File: config.mk
export PLATFORM = sky130hd
export DESIGN_NAME = audio_i2s_tx
export DESIGN_NICKNAME = d
export VERILOG_FILES = /design/src/rtl/audio_i2s_tx.sv
export SDC_FILE = /design/constraint.sdc
export NUM_CORES = 1
export LEC_CHECK = 0
export ABC_AREA = 0
export BUFFER_PORTS_ARGS = -buffer_cell sky130_fd_sc_hd__buf_2
export CAP_MARGIN = 25
export CORE_MARGIN = 1.5
export CORE_UTILIZATION = 45
export DETAILED_ROUTE_END_ITERATION = 6
export HOLD_SLACK_MARGIN = 0.03
export PLACE_DENSITY = 0.65
export SLEW_MARGIN = 5
export SYNTH_ARGS = -nofsm -noshare
export SYNTH_HDL_FRONTEND = slang
export SYNTH_SLANG_ARGS = --single-unit
File: constraint.sdc
create_clock -name clk -period 1.9 [get_ports clk]
set_input_delay 0.57 -clock clk [delete_from_list [all_inputs] [get_ports clk]]
set_output_delay 0.57 -clock clk [all_outputs]
set_load 0.05 [all_outputs]
File: src/rtl/audio_i2s_tx.sv
`default_nettype none
// ============================================================================
// Module   : audio_i2s_tx
// Purpose  : I2S master transmitter for PSG left/right samples; issues the
//            next_sample strobe and latches each sample pair at frame start.
// Revision : 1.0 - initial release
// ============================================================================
module audio_i2s_tx #(
    parameter int BCK_DIV   = 4,
    parameter int SLOT_BITS = 32
) (
    input  logic        clk,
    input  logic        rst,
    input  logic        en,
    input  logic [15:0] left_audio,
    input  logic [15:0] right_audio,
    output logic        next_sample,
    output logic        i2s_bck,
    output logic        i2s_lrck,
    output logic        i2s_data
);

    localparam int                 c_div_w    = (BCK_DIV > 1) ? $clog2(BCK_DIV) : 1;
    localparam int                 c_b_w      = $clog2(2 * SLOT_BITS);
    localparam logic [c_div_w-1:0] c_div_last = c_div_w'(BCK_DIV - 1);
    localparam logic [c_b_w-1:0]   c_b_last   = c_b_w'(2 * SLOT_BITS - 1);
    localparam logic [c_b_w-1:0]   c_slot     = c_b_w'(SLOT_BITS);
    localparam logic [c_b_w-1:0]   c_smp_bits = c_b_w'(16);

    logic [c_div_w-1:0] r_div;
    logic [c_b_w-1:0]   r_b;
    logic               r_bck;
    logic               r_lrck;
    logic               r_data;
    logic               r_ns;
    logic [15:0]        r_left;
    logic [15:0]        r_right;

    logic               w_fall;
    logic [c_b_w-1:0]   w_b_next;
    logic [c_b_w-1:0]   w_p;
    logic [15:0]        w_sample;
    logic               w_frame_start;
    logic               w_data;

    // Data lags word select by one BCK, so the bit sent after advancing to
    // b_next belongs to slot position q = b_next-1, which is simply r_b.
    always_comb begin
        w_fall        = (r_div == c_div_last) && r_bck;
        w_b_next      = (r_b == c_b_last) ? '0 : r_b + c_b_w'(1);
        w_frame_start = w_fall && (w_b_next == '0);
        w_p           = (r_b >= c_slot) ? r_b - c_slot : r_b;
        w_sample      = (r_b < c_slot) ? r_left : r_right;
        w_data        = 1'b0;
        if (w_p < c_smp_bits) begin
            w_data = w_sample[~w_p[3:0]];
        end
    end

    always_ff @(posedge clk or posedge rst) begin
        if (rst) begin
            r_div   <= '0;
            r_b     <= c_b_last;
            r_bck   <= 1'b0;
            r_lrck  <= 1'b0;
            r_data  <= 1'b0;
            r_ns    <= 1'b0;
            r_left  <= '0;
            r_right <= '0;
        end else if (!en) begin
            r_div   <= '0;
            r_b     <= c_b_last;
            r_bck   <= 1'b0;
            r_lrck  <= 1'b0;
            r_data  <= 1'b0;
            r_ns    <= 1'b0;
            r_left  <= '0;
            r_right <= '0;
        end else begin
            r_ns <= w_frame_start;
            if (r_div == c_div_last) begin
                r_div <= '0;
                r_bck <= ~r_bck;
            end else begin
                r_div <= r_div + c_div_w'(1);
            end
            if (w_fall) begin
                r_b    <= w_b_next;
                r_lrck <= (w_b_next >= c_slot);
                r_data <= w_data;
            end
            if (w_frame_start) begin
                r_left  <= left_audio;
                r_right <= right_audio;
            end
        end
    end

    assign next_sample = r_ns;
    assign i2s_bck     = r_bck;
    assign i2s_lrck    = r_lrck;
    assign i2s_data    = r_data;

endmodule
`default_nettype wire

==> results.sh <==
export IMPL_gp_congestion=0.870
export IMPL_fin_util_pct=53.5
export IMPL_synth_top_area_share_pct=40.6
export IMPL_crit_required_ns=2.08
export IMPL_fmax_mhz=562
export IMPL_synth_ff_type="dfrtp_1"
export IMPL_arrival_ns=1.97
export IMPL_end_kind="register"
export IMPL_grt_pass1_wl_um=8170
export IMPL_ys_types=37
export IMPL_finClkSkew_ns=0.00620
export IMPL_io_pins=39
export IMPL_synth_edf_count=0
export IMPL_syn_area_um2=2340
export IMPL_crit_chain="buf_4 > mux4_2 > mux2i_1 > nor3b_1 > nor2_1 > nand2_1"
export IMPL_clk_pin_slew_ns=0.07
export IMPL_diodes=0
export IMPL_cts_sinks=44
export IMPL_fin_nets=306
export IMPL_layout_area_overhead_vs_synth_pct=16.0
export IMPL_cts_root_buffer="clkbuf_8"
export IMPL_fillCellCount=499
export IMPL_setup_ws_ns=0.119
export IMPL_layout_drive_gt1_share_pct=31.6
export IMPL_cts_tree="done"
export IMPL_slew_headroom_pct=76.6
export IMPL_yosys_warnings=0
export IMPL_hold_ws_ns=0.326
export IMPL_p_leak_nw=1.25
export IMPL_yosys_area_top_type="dfrtp_1"
export IMPL_synthCells=227
export IMPL_htree_levels=2
export IMPL_rows=26
export IMPL_hp_class="in -> async"
export IMPL_grt_pass1_vias=1702
export IMPL_slew_viol_final=0
export IMPL_fin_crit_ns=1.78
export IMPL_maxCapViolations=0
export IMPL_dp_worst_setup_slack_ns=-0.0157
export IMPL_dpl_cell_area_um2=2580
export IMPL_pwr_density_cell_nw_per_um2=614
export IMPL_cp_max_fo=8
export IMPL_cts_path_max_buffers=2
export IMPL_core_um2=5070
export IMPL_hold_viol_final=0
export IMPL_dr_pass1_iters=4
export IMPL_async_flop_share_pct=100
export IMPL_grt_ovfl_total=0
export IMPL_power_mw=1.67
export IMPL_drc_errors=0
export IMPL_fin_cells=339
export IMPL_grt_util_all_layers_pct=19.7
export IMPL_vias_per_cell=5.06
export IMPL_die_w_um=75.1
export IMPL_placed_cells=326
export IMPL_cp_start_kind="register"
export IMPL_cpLargestDelayFamily="flip-flops"
export IMPL_yosys_register_bits=44
export IMPL_peakVddDrop_uv=274
export IMPL_io_buffers=38
export IMPL_status="complete, no violations"
export IMPL_crit_buf_inv=1
export IMPL_setup_viol=0
export IMPL_cts_hold_buffers=0
export IMPL_worst_setup_path_type="reg -> reg"
export IMPL_design_area_um2=2720
export IMPL_syn_avg_cell_area_um2=10.3
export IMPL_drtAntennaViolNets=0
export IMPL_grt_max_degree=45
export IMPL_die_y_um=75.1
export IMPL_tightestPinTransition_ns=0.349
export IMPL_slowest_delay_ns=0.63
export IMPL_wire_per_inst_um=14.4
export IMPL_grt_antenna_before_repair=0
export IMPL_vias=1717
export IMPL_layout_commonest_cell="nand2_1"
export IMPL_rsz0062_at_grt="no"
export IMPL_synth_area_top_cells="dfrtp_1 41%, nand2_1 12%, dfstp_2 6.7%"
export IMPL_worst_path_max_delay_cell="dfstp_2"
export IMPL_mostFrequentLayoutCells="73 x nand2_1, 38 x dfrtp_1, 38 x buf_2, 20 x a21boi_1"
export IMPL_clock_latency_ns=0.30
export IMPL_start_util_pct=46.1
export IMPL_synth_nets=265
export IMPL_drt_initial_drc_count=109
export IMPL_setup_tns_ns=0
export IMPL_dp_hpwl_um=3220
export IMPL_die_area_um2=5640
export IMPL_wirelength_um=4890
export IMPL_synth_seq_area_share_pct=47.4
export IMPL_min_period_over_period_pct=93.7
export IMPL_cts_buffers=5
state kept, by name, summed over array words and instances (netlist names):
name         cells
r_left          16
r_div            2
i2s_lrck         1
next_sample      1
r_right         16
i2s_data         1
i2s_bck          1
r_b              6
final cells by class:
type                            count  area, µm²  share of cell area [%]
Sequential cell                    44       1110                    40.8
Timing Repair Buffer               50        305                    11.2
Inverter                            3       11.3                   0.415
Clock buffer                        8       90.1                    3.32
Multi-Input combinational cell    164       1110                    41.0
Tap cell                           70       87.6                    3.23
worst min-delay path, cell delays in order:
cell and delay [ns]:
buf_2 0.09, inv_1 0.08, buf_12 0.24
cells by family (layout without fill, tap and decap cells):
family          Yosys count  after routing  synth area share [%]
simple gates             98             98                  19.1
compound gates           50             51                  17.3
mux                      11             11                  8.45
fa+ha+maj                 3              3                  1.60
xor+xnor                  1              1                 0.374
flops                    44             44                  47.4
buf+inv                  20             61                  5.72
cell usage after synthesis, types with 2 or more instances:
| library cell | number |
|---|---|
| and2_1 | 4 |
| nor2_1 | 2 |
| a21boi_1 | 20 |
| o211ai_1 | 3 |
| clkbuf_1 | 5 |
| nand4b_1 | 2 |
| and3_1 | 4 |
| a21oi_1 | 4 |
| buf_4 | 5 |
| nor3_1 | 2 |
| nand2_1 | 73 |
| mux4_2 | 7 |
| nand3_1 | 3 |
| buf_6 | 5 |
| o21ai_0 | 5 |
| ha_1 | 3 |
| inv_1 | 3 |
| nand4_1 | 2 |
| mux2i_1 | 4 |
| clkbuf_2 | 2 |
| dfstp_2 | 6 |
| a21boi_0 | 2 |
| dfrtp_1 | 38 |
| a21boi_2 | 10 |
worst paths after layout:
path / cells past startpoint / from / endpoint / slack [ns]
min in group clk: 1 / r_div[0] / r_div[0] / 0.45
min: 3 / rst / i2s_bck / 0.33
max in group asynchronous: 3 / rst / r_b[3] / 1.29
max: 6 / r_b[0] / i2s_data / 0.12
min reg2reg: 1 / r_div[0] / r_div[0] / 0.45
max reg2reg: 6 / r_b[0] / i2s_data / 0.12
where the power goes:
part | switching (mW) | internal, mW | leakage [nW]
combinational | 0.0625 | 0.0570 | 0.608
sequential | 0.00730 | 0.946 | 0.591
clock | 0.299 | 0.297 | 0.0455
total | 0.369 | 1.30 | 1.25
layer usage:
metal / global-route usage [%] / share of wire [%] / routed length, µm
met5: 0 / 0 / 0
met4: 7.88 / 1.5 / 73
met2: 30.7 / 48 / 2330
met1: 26.9 / 48 / 2330
met3: 4.28 / 3.1 / 154
what timing repair did:
action                     in CTS  in global routing
gates resized for setup         0                  1
setup endpoints to repair       2                 21
gates cloned                    1                  0
setup buffers                   0                  4
Power figures use the tool's default switching activity.
